**src/rtl/pic_alu_pkg.sv**
```systemverilog
// Shared definitions for the PIC-style sequential ALU.
// Contents: operation encoding, status-flag update mask table,
// multiply FSM state type.
package pic_alu_pkg;

    localparam int OP_W = 5;

    typedef enum logic [4:0] {
        OP_ADD   = 5'd0,
        OP_SUB   = 5'd1,
        OP_AND   = 5'd2,
        OP_IOR   = 5'd3,
        OP_XOR   = 5'd4,
        OP_COM   = 5'd5,
        OP_INC   = 5'd6,
        OP_DEC   = 5'd7,
        OP_MOV   = 5'd8,
        OP_MOVW  = 5'd9,
        OP_CLR   = 5'd10,
        OP_RLF   = 5'd11,
        OP_RRF   = 5'd12,
        OP_SWAP  = 5'd13,
        OP_BCF   = 5'd14,
        OP_BSF   = 5'd15,
        OP_BTFSC = 5'd16,
        OP_BTFSS = 5'd17,
        OP_MUL   = 5'd18
    } op_e;

    typedef enum logic [1:0] {
        ST_IDLE = 2'd0,
        ST_MUL  = 2'd1,
        ST_DONE = 2'd2
    } mul_state_e;

    typedef struct packed {
        logic z;
        logic dc;
        logic c;
    } flag_mask_t;

    // Which status flags each operation is allowed to write.
    function automatic flag_mask_t flag_mask(input op_e op);
        flag_mask_t m;
        case (op)
            OP_ADD, OP_SUB:                   m = 3'b111;
            OP_AND, OP_IOR, OP_XOR, OP_COM,
            OP_INC, OP_DEC, OP_MOV, OP_CLR:   m = 3'b100;
            OP_RLF, OP_RRF:                   m = 3'b001;
            OP_MUL:                           m = 3'b101;
            default:                          m = 3'b000;
        endcase
        return m;
    endfunction

endpackage

```
**src/rtl/pic_alu_mul.sv**
```systemverilog
// Iterative unsigned shift-add multiplier, one partial product per cycle.
// Ports: start (load operands, begin), a/b operands, done (one-cycle pulse
// after DATA_W iterations), product (full 2*DATA_W result, valid with done).
module pic_alu_mul #(
    parameter int DATA_W = 8
) (
    input  logic                  clk,
    input  logic                  rst_n,
    input  logic                  start,
    input  logic [DATA_W-1:0]     a,
    input  logic [DATA_W-1:0]     b,
    output logic                  done,
    output logic [2*DATA_W-1:0]   product
);
    import pic_alu_pkg::*;

    localparam int CNT_W = $clog2(DATA_W + 1);

    logic [DATA_W-1:0]   mcand_r;
    logic [2*DATA_W-1:0] prod_r;
    logic [CNT_W-1:0]    cnt_r;
    logic                run_r;
    logic                done_r;
    logic [DATA_W:0]     sum_s;

    // Add the multiplicand into the upper half when the current multiplier LSB is set.
    always_comb begin
        sum_s = {1'b0, prod_r[2*DATA_W-1:DATA_W]};
        if (prod_r[0]) begin
            sum_s = {1'b0, prod_r[2*DATA_W-1:DATA_W]} + {1'b0, mcand_r};
        end else begin
            sum_s = {1'b0, prod_r[2*DATA_W-1:DATA_W]};
        end
    end

    // Operand load and shift-add iteration; the multiplier shifts out of the low half.
    always_ff @(posedge clk or negedge rst_n) begin
        if (!rst_n) begin
            mcand_r <= {DATA_W{1'b0}};
            prod_r  <= {(2*DATA_W){1'b0}};
            cnt_r   <= {CNT_W{1'b0}};
            run_r   <= 1'b0;
            done_r  <= 1'b0;
        end else begin
            done_r <= 1'b0;
            if (start) begin
                mcand_r <= a;
                prod_r  <= {{DATA_W{1'b0}}, b};
                cnt_r   <= {CNT_W{1'b0}};
                run_r   <= 1'b1;
            end else if (run_r) begin
                prod_r <= {sum_s, prod_r[DATA_W-1:1]};
                cnt_r  <= cnt_r + CNT_W'(1);
                if (cnt_r == CNT_W'(DATA_W - 1)) begin
                    run_r  <= 1'b0;
                    done_r <= 1'b1;
                end
            end
        end
    end

    assign done    = done_r;
    assign product = prod_r;

endmodule

```
**src/rtl/pic_alu_seq.sv**
```systemverilog
// PIC-style ALU with valid/ready handshake and registered status flags.
// Single-cycle ops return one cycle after accept; MUL runs through an
// iterative multiplier and returns DATA_W+1 cycles after accept.
// Ports: in_valid/in_ready request handshake; op, a (W reg), b (file reg),
// bit_sel operands; out_valid/out_ready result handshake; result,
// result_hi (MUL high half), test (skip condition); status_z/dc/c flags;
// busy while the multiplier iterates.
module pic_alu_seq #(
    parameter int DATA_W = 8,
    parameter int MUL_EN = 1
) (
    input  logic                       clk,
    input  logic                       rst_n,
    input  logic                       in_valid,
    output logic                       in_ready,
    input  logic [4:0]                 op,
    input  logic [DATA_W-1:0]          a,
    input  logic [DATA_W-1:0]          b,
    input  logic [$clog2(DATA_W)-1:0]  bit_sel,
    output logic                       out_valid,
    input  logic                       out_ready,
    output logic [DATA_W-1:0]          result,
    output logic [DATA_W-1:0]          result_hi,
    output logic                       test,
    output logic                       status_z,
    output logic                       status_dc,
    output logic                       status_c,
    output logic                       busy
);
    import pic_alu_pkg::*;

    localparam int H = DATA_W / 2;

    mul_state_e          state_r;
    logic                out_valid_r;
    logic [DATA_W-1:0]   result_r;
    logic [DATA_W-1:0]   result_hi_r;
    logic                test_r;
    logic                z_r;
    logic                dc_r;
    logic                c_r;

    op_e                 op_s;
    logic                mul_sel_s;
    logic                accept_s;
    logic                mul_start_s;
    logic                mul_done_s;
    logic [2*DATA_W-1:0] mul_prod_s;
    flag_mask_t          mask_s;
    flag_mask_t          mul_mask_s;
    logic [DATA_W:0]     add_s;
    logic [DATA_W:0]     sub_s;
    logic [4:0]          addn_s;
    logic [4:0]          subn_s;
    logic [DATA_W-1:0]   alu_res_s;
    logic                alu_test_s;
    logic                alu_c_s;
    logic                alu_dc_s;

    assign op_s        = op_e'(op);
    // With the multiplier disabled MUL falls through to the unknown-op path.
    assign mul_sel_s   = (op_s == OP_MUL) && (MUL_EN != 0);
    assign busy        = (state_r == ST_MUL);
    assign in_ready    = (state_r != ST_MUL) && (!out_valid_r || out_ready);
    assign accept_s    = in_valid && in_ready;
    assign mul_start_s = accept_s && mul_sel_s;
    assign mask_s      = (op_s == OP_MUL) ? flag_mask_t'(3'b000) : flag_mask(op_s);
    assign mul_mask_s  = flag_mask(OP_MUL);

    // SUB is b + ~a + 1 so C/DC come out as inverted borrow.
    assign add_s  = {1'b0, a} + {1'b0, b};
    assign sub_s  = {1'b0, b} + {1'b0, ~a} + {{DATA_W{1'b0}}, 1'b1};
    assign addn_s = {1'b0, a[3:0]} + {1'b0, b[3:0]};
    assign subn_s = {1'b0, b[3:0]} + {1'b0, ~a[3:0]} + 5'd1;

    pic_alu_mul #(.DATA_W(DATA_W)) u_mul (
        .clk     (clk),
        .rst_n   (rst_n),
        .start   (mul_start_s),
        .a       (a),
        .b       (b),
        .done    (mul_done_s),
        .product (mul_prod_s)
    );

    // Single-cycle datapath; rotates consume the registered carry.
    always_comb begin
        alu_res_s  = b;
        alu_test_s = 1'b0;
        alu_c_s    = c_r;
        alu_dc_s   = dc_r;
        case (op_s)
            OP_ADD: begin
                alu_res_s = add_s[DATA_W-1:0];
                alu_c_s   = add_s[DATA_W];
                alu_dc_s  = addn_s[4];
            end
            OP_SUB: begin
                alu_res_s = sub_s[DATA_W-1:0];
                alu_c_s   = sub_s[DATA_W];
                alu_dc_s  = subn_s[4];
            end
            OP_AND:   alu_res_s = a & b;
            OP_IOR:   alu_res_s = a | b;
            OP_XOR:   alu_res_s = a ^ b;
            OP_COM:   alu_res_s = ~b;
            OP_INC:   alu_res_s = b + DATA_W'(1);
            OP_DEC:   alu_res_s = b - DATA_W'(1);
            OP_MOV:   alu_res_s = b;
            OP_MOVW:  alu_res_s = a;
            OP_CLR:   alu_res_s = {DATA_W{1'b0}};
            OP_RLF: begin
                alu_res_s = {b[DATA_W-2:0], c_r};
                alu_c_s   = b[DATA_W-1];
            end
            OP_RRF: begin
                alu_res_s = {c_r, b[DATA_W-1:1]};
                alu_c_s   = b[0];
            end
            OP_SWAP:  alu_res_s = {b[H-1:0], b[DATA_W-1:H]};
            OP_BCF:   alu_res_s[bit_sel] = 1'b0;
            OP_BSF:   alu_res_s[bit_sel] = 1'b1;
            OP_BTFSC: alu_test_s = ~b[bit_sel];
            OP_BTFSS: alu_test_s = b[bit_sel];
            default:  alu_res_s = b;
        endcase
    end

    // Control FSM, result registers and flag commit.
    always_ff @(posedge clk or negedge rst_n) begin
        if (!rst_n) begin
            state_r     <= ST_IDLE;
            out_valid_r <= 1'b0;
            result_r    <= {DATA_W{1'b0}};
            result_hi_r <= {DATA_W{1'b0}};
            test_r      <= 1'b0;
            z_r         <= 1'b0;
            dc_r        <= 1'b0;
            c_r         <= 1'b0;
        end else begin
            if (out_valid_r && out_ready) begin
                out_valid_r <= 1'b0;
            end
            case (state_r)
                ST_IDLE, ST_DONE: begin
                    state_r <= ST_IDLE;
                    if (accept_s) begin
                        if (mul_sel_s) begin
                            state_r <= ST_MUL;
                        end else begin
                            out_valid_r <= 1'b1;
                            result_r    <= alu_res_s;
                            result_hi_r <= {DATA_W{1'b0}};
                            test_r      <= alu_test_s;
                            if (mask_s.z)  z_r  <= (alu_res_s == {DATA_W{1'b0}});
                            if (mask_s.dc) dc_r <= alu_dc_s;
                            if (mask_s.c)  c_r  <= alu_c_s;
                        end
                    end
                end
                ST_MUL: begin
                    if (mul_done_s) begin
                        state_r     <= ST_DONE;
                        out_valid_r <= 1'b1;
                        result_r    <= mul_prod_s[DATA_W-1:0];
                        result_hi_r <= mul_prod_s[2*DATA_W-1:DATA_W];
                        test_r      <= 1'b0;
                        if (mul_mask_s.z) z_r <= (mul_prod_s == {(2*DATA_W){1'b0}});
                        if (mul_mask_s.c) c_r <= (mul_prod_s[2*DATA_W-1:DATA_W] != {DATA_W{1'b0}});
                    end
                end
                default: state_r <= ST_IDLE;
            endcase
        end
    end

    assign out_valid = out_valid_r;
    assign result    = result_r;
    assign result_hi = result_hi_r;
    assign test      = test_r;
    assign status_z  = z_r;
    assign status_dc = dc_r;
    assign status_c  = c_r;

endmodule

```
**config.mk**
```make
export PLATFORM = sky130hd
export DESIGN_NAME = pic_alu_seq
export DESIGN_NICKNAME = d
export VERILOG_FILES = /design/src/rtl/pic_alu_pkg.sv /design/src/rtl/pic_alu_mul.sv /design/src/rtl/pic_alu_seq.sv
export SDC_FILE = /design/constraint.sdc
export NUM_CORES = 1
export LEC_CHECK = 0
export ABC_AREA = 1
export CAP_MARGIN = 20
export CORE_MARGIN = 2
export CORE_UTILIZATION = 45
export DETAILED_ROUTE_END_ITERATION = 7
export PLACE_DENSITY_LB_ADDON = 0.25
export SLEW_MARGIN = 20
export SYNTH_ARGS = -nofsm -noshare
export SYNTH_HDL_FRONTEND = slang
export SYNTH_SLANG_ARGS = --single-unit
```
**constraint.sdc**
```tcl
create_clock -name clk -period 1.9 [get_ports clk]
set_input_delay 0.19 -clock clk [delete_from_list [all_inputs] [get_ports clk]]
set_output_delay 0.19 -clock clk [all_outputs]
set_load 0.01 [all_outputs]
```
==> results.txt <==
Final Setup Violations - 5
Met2 GRT Util - 61.8%
Initial antenna violation count - 0
Post-synthesis sequential area ratio - 27.3%
Slew @ Worst Pin - 0.743 ns
First-pass GRT wire length - 30.8 mm
Largest area contributor in the netlist - dfrtp_1
Avg WL per Cell - 18.4 um
Finished Cell Area - 7480 um^2
Post-synth EDFFs - 0
CP arrival - 2.20 ns
Reg-to-reg slack, setup - -0.1 ns
Crit path largest cell delay - 0.39 ns
Top Usage Layer GRT - met2
Syn_area_per_cell - 6.45 um^2
Nets@finish - 1039
Clock transition at path regs - 0.09 ns
TritonCTS clock tree - done
Slowest-stage cell, CP - dfrtp_1
Clock Latency Late Sink - 0.31 ns
Crit-path most repeated cell - nand2_1
PwrDens - 798 nW/um^2
Final min period - 2.00 ns
Synth Register Bits - 53
Worst slack, placed - -0.811 ns
Post-synthesis cell type count - 42
Max-cap violations - 0
Initial core utilization - 46.7%
ANT cells - 0
Crit path cell chain - ha_2 -> buf_4 -> buf_6 -> buf_6 -> nand3_2 -> nand2_2 -> nand2_1 -> nand2_1 -> nand2_2 -> a21boi_2 -> nor2_1 -> o211ai_1 -> nand3_1 -> nand2_1 -> o21ai_1
Pre-antenna DRT Iters - 5
Dpl cell area - 6660 um^2
GPL Wtd Cong - 1.12
FP Rows - 37
Final core occ - 71.9%
Startpoint Class - flip-flop
Hold/Removal Path Class - in -> reg
Post-synthesis async set-or-reset flop share - 100%
Overall die area - 11700 um^2
P&R area growth vs syn - 53.9%
Main area contributors after synthesis - dfrtp_1 27%, nand2_1 17%, ha_1 8.0%, nor2_1 6.6%, inv_1 6.5%
Yosys warning count - 0
Vias in the first global route - 6047
GRT met3 Usage - 4.82%
CORE AREA - 10400 um^2
Post-Syn Instances - 754
Largest net degree at the start of global routing - 35
Peak Freq - 501 MHz
Final Hold Fails - 0
Tcrit/Tclk final - 105%
ANT nets after route - 0
Clk_skew - 0.00629 ns
Vias post-DR - 6317
DR DRC count - 0
Port bufs - 50
CTS max path bufs - 2
Inserted Clock Buffers - 5
Post-synthesis cell area - 4860 um^2
CTS root buf - clkbuf_8
Failing checks - negative setup slack
Die Ht - 108 um
Most used DFF post-synth - dfrtp_1
Rel. slew slack - 50.4%
VDD IR-drop max - 0.725 mV
Global route total overflow - 0
WL final - 20.5 mm
Max-slew violations - 0
LEAKAGE - 3.72 nW
I/O Pins - 51
Share of the synthesized area in the top cell type - 27.3%
Share of layout cells above drive strength 1 - 33.3%
Final WS setup - -0.0953 ns
Initial drt markers - 459
CP Max Fanout - 2
Status - finished, violations left
RSZ-0062 raised after global routing - yes
Num Clock Sinks - 53
Tot GR Track Use - 34.6%
Worst path bufs/invs - 3
CTS H-tree lvls - 2
Avg Vias per Cell - 5.68
Post-DP HPWL - 16.0 mm
Worst setup EP type - flip-flop
Met1 usage - 40.3%
CP Class - reg -> reg
Family with the most delay on the worst path - simple AND/OR/NAND/NOR gates
CP Data Required Time - 2.10 ns
Syn_nets - 817
Die width - 108 um
-- layout by cell type (no fill, tap or decap), types with 3 or more instances in the layout --
cell type and instances:
clkbuf_8 6, a22oi_1 4, o221ai_1 5, inv_1 70, nand2_2 19, o21ai_1 18
o21ai_0 34, a21oi_1 22, nand3_4 4, nor3_1 13, ha_1 16, xor2_1 4
o31ai_1 8, dlygate4sd2_1 5, nand2_1 205, clkdlybuf4s50_1 28, fa_2 4, nand4_1 15
buf_12 4, a21oi_2 8, nand3_1 44, ha_4 13, clkbuf_2 4, dfrtp_1 53
o21ai_2 5, buf_6 13, inv_2 21, nor2_1 68, dlymetal6s2s_1 7, buf_2 3
nor2_2 19, o22ai_1 6, o211ai_1 7, nor2_4 7, nand3b_1 3, buf_4 164
nand3_2 15
-- metrics by stage --
stage	total power [mW]	hold WS (ns)	setup TNS [ns]	cells
floorplan	3.31	-0.106	-0.0371	754
global placement	4.60	0.283	-13.88	1076
detailed placement	4.72	0.298	-17.06	1076
CTS	5.68	0.416	-0.0958	1100
global route	6.33	0.365	-0.921	1113
finish	5.97	0.334	-0.184	1113
-- final cells by class --
cell class / instances / area [um^2]
Clock inverter: 1 / 30.0
Inverter: 95 / 362
Timing Repair Buffer: 231 / 1930
Clock buffer: 7 / 86.3
Fill cell: 863 / 2930
Multi-Input combinational cell: 590 / 3580
Sequential cell: 53 / 1330
Tap cell: 136 / 170
-- cells in the mapped netlist (2+ instances only) --
cell type and instances:
a21oi_1 32, a22o_1 2, a22oi_1 4, buf_2 4, clkbuf_1 11, clkinv_1 2
dfrtp_1 53, fa_1 4, ha_1 31, inv_1 84, inv_2 9, nand2_1 221
nand2_2 5, nand3_1 59, nand3_4 3, nand3b_1 3, nand4_1 15, nor2_1 86
nor2_2 6, nor2_4 2, nor3_1 14, o211ai_1 7, o21a_1 2, o21ai_0 49
o21ai_1 8, o21bai_1 2, o221ai_1 5, o22ai_1 6, o31ai_1 8, xnor2_1 2
xor2_1 4
-- report_power, final --
part	leakage [nW]	switching [mW]	internal, mW	total, mW
logic	2.98	1.80	1.51	3.30
registers	0.681	0.343	1.53	1.87
clock network	0.0585	0.364	0.430	0.794
total	3.72	2.50	3.47	5.97
-- metal layers --
layer | up-vias | routed length (um)
met5 | - | 0
met4 | 0 | 1200
met3 | 97 | 1550
met2 | 336 | 10000
met1 | 2936 | 7710
li1 | 2948 | -
-- worst min-delay path, cell delays in order --
cell and delay, ns:
clkbuf_2 0.11, buf_4 0.15, inv_1 0.06, o21ai_0 0.08
-- flip-flops by register name (all words and copies together) (netlist names) --
register,cells
u_mul.run_r,1
u_mul.product,16
u_mul.done,1
result,8
status_dc,1
state_r,2
u_mul.mcand_r,8
status_c,1
result_hi,8
status_z,1
out_valid,1
u_mul.cnt_r,4
test,1
-- cell families after synthesis --
family,after synthesis,synth area share [%]
flip-flops,53,27.3
AND/OR/NAND/NOR,417,37.0
AO/OA/AOI/OAI,132,16.2
buffers and inverters,111,8.83
adder cells (fa/ha/maj),35,9.62
XOR/XNOR,6,1.08
-- worst paths after layout --
check                            startpoint                 to  cells past startpoint
setup / recovery           u_mul.mcand_r[0]  u_mul.product[14]                     15
hold / removal                         a[0]   u_mul.mcand_r[0]                      4
setup reg to reg           u_mul.mcand_r[0]  u_mul.product[14]                     15
hold reg to reg                result_hi[4]       result_hi[4]                      2
max in group asynchronous             rst_n          result[0]                      3
min in group asynchronous             rst_n       result_hi[4]                      2
-- repair_timing --
action	in CTS	in global routing
buffers inserted	15	15
hold buffers	1	0
cloned	0	0
endpoints found under the hold margin	32	0
endpoints found under the setup margin	16	24
pin swaps	48	54
resized for setup	105	83
Note: power is estimated with default switching activity, not from simulation.
==> RTL edit: new RTL, same settings <==
Encoding of `mul_state_e`: now one-hot (3 bits for 3 states).
--- a/src/rtl/pic_alu_pkg.sv
+++ b/src/rtl/pic_alu_pkg.sv
@@ -29,6 +29,6 @@
 
-    typedef enum logic [1:0] {
-        ST_IDLE = 2'd0,
-        ST_MUL  = 2'd1,
-        ST_DONE = 2'd2
+    typedef enum logic [2:0] {
+        ST_IDLE = 3'b001,
+        ST_MUL  = 3'b010,
+        ST_DONE = 3'b100
     } mul_state_e;
Formal check against the unedited RTL: same outputs for any inputs over 4 cycles, from zero or initial values and one cycle with rst_n low; so few cycles prove little.
==> RTL edit against the original RTL <==
  * The run still ends with negative setup slack left
  * Die area grew 2.2%
  * Count of clock-buffer cells in the layout shrank 2
  * Fmax shrank 1.9%
  * Critical path depth grew 1
  * Sequential cell count grew 1
  * Design area grew 1.3%
  * Critical endpoint is now status_z
  * Wire length grew 3.0%
  * Cell count grew 2.2%
  * Sequential share of layout area grew 0.13 points
  * Synthesized area grew 2.3%
  * Clock skew grew 0.67 ps
  * Synthesized cell count grew 3.2%
  * Total power shrank 13%
  * Setup slack lost 38 ps
  * Largest power group unchanged
==> RTL edit: results (changes against the original RTL) <==
Status
  – Outcome: complete, but fails checks
  – Failing checks: negative setup slack

Power and ir drop
  – Comb power frac: 53.4% (-1.9 points)
  – Clock-net power: 717 µW (-9.7%)
  – Peak supply drop: 626 µV (-14%)
  – Clk pwr share: 13.7% (+0.4 points)
  – Switching pwr: 2240 µW (-11%)
  – Pleak: 0.00383 µW (+2.7%)

Worst setup path
  – Critical Path Max Stage Delay: 240 ps (-150 ps)
  – Worst setup path start: op[4]
  – Crit-path slowest cell: or2_4
  – FF-to-FF Start: u_mul.product[8]
  – R2R Path End: u_mul.product[13]
  – Critical path destination: status_z
  – CP arrival: 2280 ps (+80 ps)
  – Reg2Reg Depth: 13 (-2)
  – Kind of critical path: input pin to flop

Finish
  – Fillers: 937 (+8.6%)
  – Share of cells above drive strength 1: 32.4% (-0.87 points)
  – Max reg flops: 16 (unchanged)
  – # nets final: 1059 (+1.9%)

Drt
  – DRT Wirelength: 21100 µm (+3.0%)
  – DR WL/cell: 18.6 µm (+0.85%)
  – Routed length on met3: 1720 µm (+11%)
  – M1 WL: 7990 µm (+3.6%)
  – 1st-pass router iterations: 6 (+1)
  – WL met2: 10200 µm (+2.0%)
  – Initial DRC Count: 635 (+38%)
  – Vias per cell: 5.64 (-0.61%)

Yosys
  – Synth top cells by count: nand2_1 (248), inv_1 (87), nor2_1 (82)
  – Synth top area cells: dfrtp_1 (27%), nand2_1 (19%), ha_1 (7.8%), nand3_1 (7.2%), inv_1 (6.6%)
  – Synthesized Nets: 841 (+2.9%)
  – Yosys cell types: 43 (+2.4%)
  – Sequential share of the synthesized area: 27.2% (-0.076 points)

Worst hold path
  – Hold_sp: op[4]
  – Worst Hold End: test
  – Worst hold path type: input pin to flop

Timing
  – Final count of negative-setup-slack endpoints: 7 (+2)
  – Clock Skew: 6.95 ps (+0.668 ps)
  – Final Worst Setup Slack: -133 ps (-37.7 ps)

Place
  – Routability Congestion: 1.01 (-9.5%)
  – Cell Area, Placed: 0.00685 mm² (+2.8%)
  – Dpl hpwl: 16300 µm (+2.2%)

Global route
  – Total Routing Usage GR: 35.9% (+1.2 points)
  – Global-route wire length before repair: 32600 µm (+5.6%)

Clock network
  – Reg clk slew, reported paths: 110 ps (+20 ps)
  – CTS max path bufs: 2 (unchanged)
[RTL edit: logic make-up (layout without fill, tap and decap cells)]
logic type               count (synthesis)  after routing  synth area share, %
XOR/XNOR                                10             10                 1.76
AO/OA/AOI/OAI                          112            112                 13.6
AND/OR/NAND/NOR                        457            457                 39.3
adder cells (fa/ha/maj)                 35             35                 9.41
flip-flops                              54             54                 27.2
buffers and inverters                  110            329                 8.76
[RTL edit: final cells by class]
cell class | count | area share [%]
Tap cell | 140 | 2.31
Inverter | 95 | 4.77
Multi-Input combinational cell | 614 | 48.5
Sequential cell | 54 | 17.8
Timing Repair Buffer | 226 | 25.3
Clock inverter | 3 | 0.380
Clock buffer | 5 | 0.908
[RTL edit: worst max-delay path: cells and delay by family]
family / cells / cell delay [ps]
AO/OA/AOI/OAI: 2 / 240
adder cells (fa/ha/maj): 1 / 200
buffers and inverters: 2 / 240
AND/OR/NAND/NOR: 11 / 1380
[RTL edit: per-stage QoR]
| stage | setup slack, ps | hold WS, ps | utilization (%) |
|---|---|---|---|
| global route | -213 | 306 | 70.2 |
| CTS | -62.0 | 293 | 67.8 |
| finish | -133 | 306 | 70.2 |
| floorplan | -155 | -106 | - |
| detailed placement | -901 | 183 | 63.4 |
| global placement | -803 | 176 | 63.4 |
[RTL edit: timing repair]
| action | CTS | global route |
|---|---|---|
| endpoints found under the hold margin | 20 | 0 |
| gates resized for setup | 110 | 66 |
| setup endpoints to repair | 24 | 42 |
| pin swaps | 40 | 43 |
| setup buffers | 13 | 8 |
| hold buffers | 1 | 0 |
[RTL edit: metal layers]
metal / track usage (%) / vias up
met2: 61.3 / 346
met1: 43.6 / 2985
li1: - / 2998
met4: 18.2 / 0
met5: 0 / -
met3: 5.44 / 85
